<file path="src/rtl/ctrl_pipe_stages.sv">
// ctrl_pipe_stages: control-bundle pipeline with freeze, per-stage flush and a multi-bubble hazard sequencer; optional bubble_cnt under `CTRL_PIPE_STATS_EN
module ctrl_pipe_stages #(
  parameter int WIDTH  = 16,
  parameter int STAGES = 3,
  parameter int LEN_W  = 3
) (
  input  logic                    Clk,
  input  logic                    Rst,
  input  logic [WIDTH-1:0]        in_ctrl,
  input  logic                    in_valid,
  input  logic                    Hazard,
  input  logic [LEN_W-1:0]        Hazard_len,
  input  logic [STAGES-1:0]       Flush,
  input  logic                    Freeze,
  output logic [STAGES*WIDTH-1:0] out_ctrl,
  output logic [STAGES-1:0]       out_valid,
  output logic                    Stall
`ifdef CTRL_PIPE_STATS_EN
  ,
  output logic [31:0]             bubble_cnt
`endif
);
  typedef enum logic {IDLE, BUBBLE} state_t;
  state_t state;
  logic [LEN_W-1:0] cnt;
  logic bubble;
  logic [LEN_W-1:0] eff_len;
  // Hazard is only honoured in IDLE, but BUBBLE inserts regardless, so the OR covers both
  always_comb begin
    bubble  = (state == BUBBLE) || Hazard;
    Stall   = Freeze || bubble;
    eff_len = (Hazard_len == '0) ? LEN_W'(1) : Hazard_len;
  end
  // Stage registers: flush beats bubble beats normal advance; freeze holds everything
  always_ff @(posedge Clk or negedge Rst) begin
    if (!Rst) begin
      out_ctrl  <= '0;
      out_valid <= '0;
    end else if (!Freeze) begin
      out_ctrl[0 +: WIDTH] <= (Flush[0] || bubble) ? '0 : in_ctrl;
      out_valid[0]         <= !Flush[0] && !bubble && in_valid;
      for (int k = 1; k < STAGES; k++) begin
        out_ctrl[k*WIDTH +: WIDTH] <= Flush[k] ? '0 : out_ctrl[(k-1)*WIDTH +: WIDTH];
        out_valid[k]               <= !Flush[k] && out_valid[k-1];
      end
    end
  end
  // Bubble sequencer: cnt holds the bubbles still owed after the current one
  always_ff @(posedge Clk or negedge Rst) begin
    if (!Rst) begin
      state <= IDLE;
      cnt   <= '0;
    end else if (!Freeze) begin
      if (Flush[0]) begin
        state <= IDLE;
        cnt   <= '0;
      end else if (state == IDLE) begin
        if (Hazard && eff_len > LEN_W'(1)) begin
          state <= BUBBLE;
          cnt   <= eff_len - LEN_W'(1);
        end
      end else if (cnt == LEN_W'(1)) begin
        state <= IDLE;
        cnt   <= '0;
      end else begin
        cnt <= cnt - LEN_W'(1);
      end
    end
  end
`ifdef CTRL_PIPE_STATS_EN
  // Saturating count of hazard bubbles actually loaded into stage 0
  always_ff @(posedge Clk or negedge Rst) begin
    if (!Rst) bubble_cnt <= '0;
    else if (!Freeze && !Flush[0] && bubble && bubble_cnt != '1) bubble_cnt <= bubble_cnt + 32'd1;
  end
`endif
endmodule

</file>
<file path="config.mk">
export PLATFORM = sky130hd
export DESIGN_NAME = ctrl_pipe_stages
export DESIGN_NICKNAME = d
export VERILOG_FILES = /design/src/rtl/ctrl_pipe_stages.sv
export SDC_FILE = /design/constraint.sdc
export NUM_CORES = 1
export LEC_CHECK = 0
export CAP_MARGIN = 20
export CORE_MARGIN = 8
export CORE_UTILIZATION = 42
export CTS_BUF_LIST = sky130_fd_sc_hd__clkbuf_4 sky130_fd_sc_hd__clkbuf_8
export CTS_CLUSTER_SIZE = 28
export DETAILED_ROUTE_END_ITERATION = 10
export GPL_TIMING_DRIVEN = 1
export HOLD_SLACK_MARGIN = 0.1
export MAX_ROUTING_LAYER = met4
export PLACE_DENSITY_LB_ADDON = 0.15
export REMOVE_ABC_BUFFERS = 1
export SYNTH_ARGS = -nofsm -noshare
export SYNTH_HDL_FRONTEND = slang
export SYNTH_SLANG_ARGS = --single-unit
</file>
<file path="constraint.sdc">
create_clock -name Clk -period 1.35 [get_ports Clk]
set_clock_uncertainty 0.15 [all_clocks]
set_input_delay 0.2025 -clock Clk [delete_from_list [all_inputs] [get_ports Clk]]
set_output_delay 0.2025 -clock Clk [all_outputs]
set_load 0.005 [all_outputs]
</file>
== After elaboration in Yosys (flattened, before gate mapping) ==
Cells that the tools add are included.

* Add/subtract/negate cells: 2
* Multiply operators: 0
* Divide/modulo/power cells: 0
* Magnitude comparators: 1
* Eq/ne operators: 1
* Shifts and indexed selects: 0
* Multiplexer cells: 12
* Bitwise operators: 1
* Reduce and logical (&&, ||, !) cells: 15

{| class="wikitable"
|+ Operators by type and width
! kind !! number
|-
| two-way mux 16 bit || 3
|-
| two-way mux 3 bit || 5
|-
| subtractor 3 x 1 -> 3 bit (second input constant) || 2
|-
| logical AND 1 bit || 5
|-
| logical NOT 1 bit || 4
|-
| two-way mux 1 bit || 4
|-
| equality test 3 x 1 -> 1 bit (second input constant) || 1
|-
| greater-than comparator 3 x 1 -> 1 bit (second input constant) || 1
|-
| logical NOT 3 bit || 1
|-
| logical OR 1 bit || 3
|-
| nonzero test 3 bit || 1
|-
| AND reduction 2 bit || 1
|-
| NOT 1 bit || 1
|}

* Register bits after elaboration: 55
* Bits in latches: 0
* RAM bits: 0
* Bits in read-only memories: 0
* Input bits: 27
* Output and inout port bits: 52
* Logic and storage cells: 36
* Memories kept: 0

== Depth between registers and ports, before layout ==
Gate-level depths: netlist of run 1.

* Depth after elaboration: 7
* Mapped depth: 6
* Depth with buffers taken out: 6

== Least setup slack after synthesis of run 1 ==
No wires, ideal clock.

* Path kind: reg-to-reg
* Start: reg cnt[0]
* End: reg cnt[2]
* Library setup time: 83 ps
* Arrival time: 1214 ps
* Data required time: 1117 ps
* Setup slack: -97 ps
* Cell stages (with the launch flop): 6
* Path through: dfrtp_1 > ha_1 > nor2_1 > nand2_1 > a2111o_1 > o21ai_0

* Word-level cells in the longest chain between the ends: 4
* Elaborated cells between the ends (all ways): 5
* Classes of those cells: add/sub: 1; eq/ne: 1; mux: 3

{| class="wikitable"
|+ RTL lines
! element !! RTL line !! RTL
|-
| start: declaration || 25 || <nowiki>logic [LEN_W-1:0] cnt;</nowiki>
|-
| start signal: assignment || 60 || <nowiki>cnt <= eff_len - LEN_W'(1);</nowiki>
|-
| start signal: assignment || 66 || <nowiki>cnt <= cnt - LEN_W'(1);</nowiki>
|-
| subtractor 3 x 1 -> 3 bit or equality test 3 x 1 -> 1 bit (tied branches) || 66, 62 ||
|-
| two-way mux 3 bit (*) || 62 || <nowiki>end else if (cnt == LEN_W'(1)) begin</nowiki>
|-
| two-way mux 3 bit (*) || 57 || <nowiki>end else if (state == IDLE) begin</nowiki>
|-
| two-way mux 3 bit (*) || 54 || <nowiki>if (Flush[0]) begin</nowiki>
|}

Mark *: on every way between the ends. The rest lies on a longest branch, timed or not.
A chain may end at the register's enable or synchronous reset.

== Worst setup path in the final report of run 1 ==
* Start: reg state
* End: out Stall

* Word-level cells in the longest chain between the ends: 2

{| class="wikitable"
|+ RTL lines
! element !! RTL line !! RTL
|-
| start: declaration || 24 || <nowiki>state_t state;</nowiki>
|-
| start signal: assignment || 51 || <nowiki>state <= IDLE;</nowiki>
|-
| start signal: assignment || 55 || <nowiki>state <= IDLE;</nowiki>
|-
| start signal: assignment || 59 || <nowiki>state <= BUBBLE;</nowiki>
|-
| logical OR 1 bit || 30 || <nowiki>bubble = (state == BUBBLE) || Hazard;</nowiki>
|-
| logical OR 1 bit || 31 || <nowiki>Stall = Freeze || bubble;</nowiki>
|-
| end: declaration || 17 || <nowiki>output logic Stall</nowiki>
|}

Every way passes these cells.

==> metrics.md, run 1 <==
| Metric | Value |
|---|---|
| Result of the run | `finished with violations` |
| Failing checks | `negative setup slack` |
| Source-to-sink clock delay at the later pin of the worst-skew pair | `300 ps` |
| Die Ht | `90.4 µm` |
| Worst setup margin | `-160 ps` |
| Maximum clock insertion buffer count | `2` |
| Post-synthesis mux area share | `0%` |
| Peak ir drop on the vdd network | `0.453 mV` |
| Terminating pin of the worst hold path | `out_ctrl[44]` |
| Total instance count after detailed placement | `376` |
| Gr usage total | `15.3%` |
| Routed via count divided by cell count | `4.72` |
| # Max-Cap Violations | `0` |
| Standard cell core area | `0.00544 mm²` |
| Simple-gate portion of the synthesized area | `18.5%` |
| Number of hold violations in the final report | `0` |
| Fraction of the cycle the final worst path needs | `112%` |
| Crit path launch type | `flip-flop` |
| Worst-case headroom to the max-slew limit | `75.9%` |
| Worst R2R Setup Slack | `-120 ps` |
| Number of standard cells in the final layout excluding fillers | `432` |
| H-tree lvl count | `2` |
| Cell area power density | `913 mW/mm²` |
| Number of DRC violations after detailed-routing iteration 0 | `99` |
| Inserted Clock Buffers | `5` |
| Metal3 WL | `283 µm` |
| Final Cell Area | `0.00379 mm²` |
| First-pass GRT wire length | `9890 µm` |
| Final standard cell utilization of the core | `69.6%` |
| DRC Markers | `0` |
| Placed wire-length estimate after detailed placement | `3910 µm` |
| Yosys Warn Count | `0` |
| Combinational family with the most area after synthesis | `simple AND/OR/NAND/NOR gates` |
| IO Pins | `79` |
| Source of the worst hold timing path | `Freeze` |
| TritonRoute pass-1 iters | `4` |
| CP Capture Type | `output port` |
| TritonCTS clock tree | `built` |
| Static power due to leakage | `1.84 nW` |
| Capture instance of the worst register-to-register path | `out_ctrl[1]` |
| Synth Cell Area | `0.00232 mm²` |
| Vias in the first global route | `1965` |
| Die X-Extent | `90.4 µm` |
| Area grow syn2layout | `62.9%` |
| Critical path peak fanout | `2` |
| Clock edge transition at the registers on the reported setup and hold paths | `90 ps` |
| Number of nets with antenna violations after routing | `0` |
| Synthesized area divided by synthesized cell count | `10.5 µm²` |
| Total via count after detailed routing | `2040` |
| Sequential share of the synthesized area | `59.2%` |
| Worst R2R Path Depth | `4` |
| EDFF count, synth | `0` |
| Achievable Freq | `0.662 GHz` |
| Worst slack at placement | `-448 ps` |
| Overall power of the completed layout | `3.46 mW` |
| Clock root buffer master | `sky130_fd_sc_hd__clkbuf_8` |
| Routability cong. | `0.781` |
| Slew of the pin with the lowest slew margin | `358 ps` |
| Core Rows | `27` |
| Share of the synthesized area in compound gates (AO/OA/AOI/OAI) | `17.8%` |
| Post-synthesis share of cell area spent on full adders, half adders and majority gates | `1.08%` |
| Number of different library cells in the post-synthesis netlist | `25` |
| Top FF cell, synth | `sky130_fd_sc_hd__dfrtp_1` |
| Worst path required time | `1000 ps` |
| Total of flip-flops plus latches after synthesis | `55` |
| Total die area | `0.00817 mm²` |
| Drt wl/cell | `14.4 µm` |
| Mapped Cells | `222` |
| Most common cell after layout, fill and taps aside | `sky130_fd_sc_hd__buf_4` |
| CP Class | `flip-flop to output port` |
| Area share of the largest cell type after synthesis | `59.2%` |
| Highest-count cells in the layout ignoring fill and taps | `sky130_fd_sc_hd__buf_4 (59), sky130_fd_sc_hd__dfrtp_1 (55), sky130_fd_sc_hd__o21ai_0 (37), sky130_fd_sc_hd__nand2_1 (37), sky130_fd_sc_hd__nand2b_1 (35)` |
| Antenna cell count | `0` |
| Initial antenna violation count | `0` |
| Total length of routed wires | `6220 µm` |
| Area contributors post-synth | `sky130_fd_sc_hd__dfrtp_1 (59%), sky130_fd_sc_hd__nand2b_1 (9.4%), sky130_fd_sc_hd__o21ai_0 (8.8%)` |
| Final setup violation count | `20` |
| Cells on Worst Hold Path | `4` |
| Startpoint of the worst register-to-register path | `state` |
| Xor/xnor cell area share of the yosys netlist | `0%` |
| Overall overflow remaining after global route | `0` |
| Setup repair after global routing missed its margin | `yes` |
| Critical Path AT | `1160 ps` |
| Largest area contributor in the synthesized netlist | `sky130_fd_sc_hd__dfrtp_1` |
| Count of port buffers added during placement | `78` |
| DR top layer | `met4` |
| Post-route met1 wirelength | `3000 µm` |
| Final critical-path required period | `1510 ps` |
| Sum of met2 wire segment lengths after detailed routing | `2840 µm` |
| Clk sinks | `55` |
| Effective utilization at floorplan | `42.7%` |
| Layout cells sized above 1 | `25.6%` |
| Share of synthesized flip-flops with an asynchronous set or reset | `100%` |
| Placed inst area | `0.00330 mm²` |
| Maximum number of pins on one net before global-route repair | `57` |
| # nets final | `388` |
| Kind of path behind the tightest hold check | `primary input to flip-flop` |
| Final number of max-transition violations | `0` |
[cells in the mapped netlist (2+ instances only)]
master / instances
sky130_fd_sc_hd__dfrtp_1: 55
sky130_fd_sc_hd__nand2b_1: 35
sky130_fd_sc_hd__o21ai_0: 41
sky130_fd_sc_hd__ha_1: 2
sky130_fd_sc_hd__buf_2: 4
sky130_fd_sc_hd__a22o_1: 7
sky130_fd_sc_hd__nand2_1: 37
sky130_fd_sc_hd__nor2_1: 6
sky130_fd_sc_hd__nor4_1: 2
sky130_fd_sc_hd__clkbuf_1: 7
sky130_fd_sc_hd__inv_1: 3
sky130_fd_sc_hd__a22o_2: 10
[per-stage QoR]
stage               hold slack [ps]  TNS [ps]
finish                          243     -2120
global route                    249     -3310
CTS                             226     -1860
detailed placement             73.5     -6760
global placement               74.8     -6560
floorplan                      -243     -3060
[worst max-delay path, stage by stage, from the launching register on]
cell and delay (ps):
sky130_fd_sc_hd__dfrtp_1 400, sky130_fd_sc_hd__or3_1 320, sky130_fd_sc_hd__buf_2 140
[worst max-delay path by stage]
stage               startpoint            to  slack [ps]  cells after the start
floorplan                state  out_ctrl[10]        -180                      2
global placement        Hazard         Stall        -420                      3
detailed placement      Hazard         Stall        -450                      3
CTS                      state         Stall        -170                      2
global route            cnt[0]        cnt[2]        -220                      6
finish                   state         Stall        -160                      2
[registers in the layout, indices dropped and copies added, names as in the netlist]
signal and flops:
out_valid 3, cnt 3, out_ctrl 48, state 1
[logic make-up after synthesis]
kind of cell | count (synthesis)
buffers and inverters | 17
flip-flops | 55
AND/OR/NAND/NOR | 84
adder cells (fa/ha/maj) | 2
AO/OA/AOI/OAI | 64
[metal layers]
metal | vias up | global-route usage (%)
met2 | 59 | 23.0
met4 | 0 | 5.13
met1 | 947 | 19.3
met3 | 8 | 4.24
li1 | 1026 | -
met5 | - | -
[what timing repair did]
item | CTS | global route
setup endpoints to repair | 73 | 56
gates cloned | 1 | 0
pin swaps | 5 | 0
endpoints found under the hold margin | 55 | 0
hold buffers | 1 | 0
buffers inserted | 32 | 14
gates resized for setup | 66 | 34
[where the power goes]
part           total (mW)  switching (mW)  internal [mW]  leakage (nW)
registers            1.78          0.0512           1.73         0.755
logic               0.687           0.298          0.389          1.03
clock network       0.990           0.523          0.468        0.0505
total                3.46           0.872           2.58          1.84
[final cells by class]
cell class | count | area (µm²)
timing repair buffer | 144 | 1300
sequential | 55 | 1380
tap | 72 | 90.1
inverter | 3 | 11.3
clock buffer | 7 | 96.3
fill | 428 | 1650
clock inverter | 1 | 7.51
multi-input combinational | 150 | 907
(Power assumes the default switching activity.)
==> run 2, diff against run 1 <==
--- a/config.mk
+++ b/config.mk
@@ -16,6 +16,7 @@
 export MAX_ROUTING_LAYER = met4
 export PLACE_DENSITY_LB_ADDON = 0.15
 export REMOVE_ABC_BUFFERS = 1
+export SLEW_MARGIN = 15
 export SYNTH_ARGS = -nofsm -noshare
 export SYNTH_HDL_FRONTEND = slang
 export SYNTH_SLANG_ARGS = --single-unit
==> results of run 2 <==
No change in the layout: final DEF, timing and power equal those of run 1.
==> run 3, diff against run 2 <==
--- a/config.mk
+++ b/config.mk
@@ -6,6 +6,7 @@
 export NUM_CORES = 1
 export LEC_CHECK = 0
 export CAP_MARGIN = 20
+export CORE_ASPECT_RATIO = 1.4
 export CORE_MARGIN = 8
 export CORE_UTILIZATION = 42
 export CTS_BUF_LIST = sky130_fd_sc_hd__clkbuf_4 sky130_fd_sc_hd__clkbuf_8
==> run 3 against run 2 <==
  * Critical endpoint is now out_ctrl[3]
  * Setup slack lost 33 ps
  * Largest power group unchanged
  * The run still ends with negative setup slack left
  * Highest routed layer unchanged
  * Worst hold slack lost 58 ps
  * Maximum frequency shrank 2.1%
==> metrics.md, run 3 (synthesis gave the netlist of run 1 again) <==
| Metric | Value |
|---|---|
| Final critical-path required period | `1540 ps` |
| Placed inst area | `0.00328 mm²` |
| Startpoint of the worst register-to-register path | `state` |
| Worst-case headroom to the max-slew limit | `76.2%` |
| Number of nets with antenna violations after routing | `0` |
| Total via count after detailed routing | `2037` |
| DRC Markers | `0` |
| Overall power of the completed layout | `3.54 mW` |
| TritonCTS clock tree | `built` |
| Maximum clock insertion buffer count | `2` |
| Setup repair after global routing missed its margin | `yes` |
| H-tree lvl count | `2` |
| Gr usage total | `15.5%` |
| Kind of path behind the tightest hold check | `primary input to flip-flop` |
| First element of the critical path | `state` |
| Clock group share of total power | `27.8%` |
| Worst setup margin | `-193 ps` |
| Initial antenna violation count | `0` |
| Clock edge transition at the registers on the reported setup and hold paths | `90 ps` |
| Flip-flop and latch area | `0.00138 mm²` |
| Count of port buffers added during placement | `78` |
| Vias in the first global route | `2046` |
| Critical Path AT | `1630 ps` |
| Final number of max-transition violations | `0` |
| Number of hold violations in the final report | `0` |
| Core Rows | `32` |
| CP Capture Type | `flip-flop` |
| Achievable Freq | `0.648 GHz` |
| Worst path required time | `1440 ps` |
| Number of DRC violations after detailed-routing iteration 0 | `83` |
| Total length of routed wires | `6370 µm` |
| Antenna cell count | `0` |
| Clk sinks | `55` |
| Logic gate share of total power | `21.9%` |
| Peak ir drop on the vdd network | `0.741 mV` |
| Maximum number of pins on one net before global-route repair | `56` |
| Effective utilization at floorplan | `42.7%` |
| # Max-Cap Violations | `0` |
| Result of the run | `finished with violations` |
| Slew of the pin with the lowest slew margin | `354 ps` |
| Static power due to leakage | `1.89 nW` |
| FILL cells | `437` |
| Source-to-sink clock delay at the later pin of the worst-skew pair | `300 ps` |
| Cell area power density | `930 mW/mm²` |
| Terminating pin of the worst hold path | `out_ctrl[17]` |
| Register with the highest flop count | `out_ctrl` |
| Worst R2R Setup Slack | `-190 ps` |
| # nets final | `384` |
| Part of the power in registers | `50.3%` |
| CP Class | `flip-flop to flip-flop` |
| IO Pins | `79` |
| Highest-count cells in the layout ignoring fill and taps | `sky130_fd_sc_hd__dfrtp_1 (55), sky130_fd_sc_hd__buf_4 (52), sky130_fd_sc_hd__nand2_1 (37)` |
| TritonRoute pass-1 iters | `4` |
| Total die area | `0.00821 mm²` |
| Largest registers | `out_ctrl x48, cnt x3, out_valid x3` |
| Routed via count divided by cell count | `4.80` |
| Cell-internal power | `2.65 mW` |
| Final Cell Area | `0.00381 mm²` |
| Switching power of the nets | `0.890 mW` |
| Die Ht | `104 µm` |
| Worst R2R Path Depth | `6` |
| Most common cell after layout, fill and taps aside | `sky130_fd_sc_hd__dfrtp_1` |
| Routability cong. | `0.708` |
| Placed wire-length estimate after detailed placement | `4120 µm` |
| Die X-Extent | `78.9 µm` |
| Flip-flop count of the largest register, all copies and words added | `48` |
| Net switching share of the total power | `25.1%` |
| Clock root buffer master | `sky130_fd_sc_hd__clkbuf_8` |
| Area grow syn2layout | `64.0%` |
| Layout cells sized above 1 | `26.7%` |
| First-pass GRT wire length | `10100 µm` |
| Final setup violation count | `21` |
| Crit path launch type | `flip-flop` |
| Source of the worst hold timing path | `Freeze` |
| Inserted Clock Buffers | `5` |
| Cells on Worst Hold Path | `3` |
| Failing checks | `negative setup slack` |
| Drt wl/cell | `15.0 µm` |
| Standard cell core area | `0.00545 mm²` |
| Critical path peak fanout | `5` |
| Capture instance of the worst register-to-register path | `out_ctrl[3]` |
| Fraction of the cycle the final worst path needs | `114%` |
| Area used by multi-input combinational logic | `976 µm²` |
| Overall overflow remaining after global route | `0` |
## run 3: cell count changes in the layout (fill, tap and decap cells not counted), sizes merged
cell | before | now
dlymetal6s2s | 1 | 0
clkdlybuf4s15 | 30 | 15
buf | 68 | 64
clkinvlp | 1 | 0
clkbuf | 7 | 8
clkdlybuf4s50 | 23 | 24
dlygate4sd2 | 21 | 36
## run 3: worst max-delay path, cell delays in order (launching register included)
cell and delay (ps):
sky130_fd_sc_hd__dfrtp_1 410, sky130_fd_sc_hd__buf_6 140, sky130_fd_sc_hd__buf_8 130, sky130_fd_sc_hd__nor4_4 230, sky130_fd_sc_hd__buf_4 180, sky130_fd_sc_hd__buf_6 130
sky130_fd_sc_hd__a22o_1 120
## run 3: power by group through the flow
stage	clock (mW)	sequential, mW	combinational (mW)
global route	1.07	1.79	0.843
CTS	1.02	1.78	0.706
finish	0.985	1.78	0.777
global placement	0	1.82	0.559
detailed placement	0	1.82	0.572
floorplan	0	1.83	0.156
## run 3: area by class of cell
type	count	area share, %
repair buffers	140	33.0
well taps	68	2.23
multi-input cells	150	25.6
inverters	3	0.295
flip-flops and latches	55	36.1
clock buffers	8	2.72
## run 3: how the worst max path moves through the flow
stage	endpoint	slack [ps]	cells after the start
2_1_floorplan	out_ctrl[10]	-180	2
3_3_place_gp	Stall	-420	3
3_5_place_dp	Stall	-430	3
4_1_cts	cnt[2]	-200	5
5_1_grt	cnt[2]	-280	5
6_report	out_ctrl[3]	-190	6
## run 3: through the flow
| step | setup TNS (ps) | utilization [%] | worst slack (ps) | cells | hold WS [ps] |
|---|---|---|---|---|---|
| finish | -2860 | 70.0 | -193 | 424 | 185 |
| global route | -3880 | 70.0 | -278 | 424 | 178 |
| CTS | -2840 | 67.8 | -198 | 418 | 184 |
| detailed placement | -5350 | 60.2 | -432 | 373 | 72.3 |
| global placement | -5250 | 60.2 | -421 | 373 | 70.9 |
| floorplan | -3060 | - | -184 | 208 | -243 |
## run 3: timing repair
item | in CTS | in global routing
gates cloned | 2 | 0
resized for setup | 75 | 31
pin swaps | 8 | 8
hold endpoints to repair | 55 | 0
setup buffers | 34 | 6
setup endpoints to repair | 73 | 36
hold buffers | 1 | 0
## run 3: metal layers
| layer | share of wire (%) | up-vias | wire (µm) | track usage [%] |
|---|---|---|---|---|
| li1 | - | 1026 | - | - |
| met2 | 55 | 41 | 3490 | 26.9 |
| met5 | 0 | - | 0 | - |
| met4 | 0.83 | 0 | 53 | 3.19 |
| met3 | 3.6 | 5 | 229 | 3.20 |
| met1 | 41 | 965 | 2610 | 18.0 |
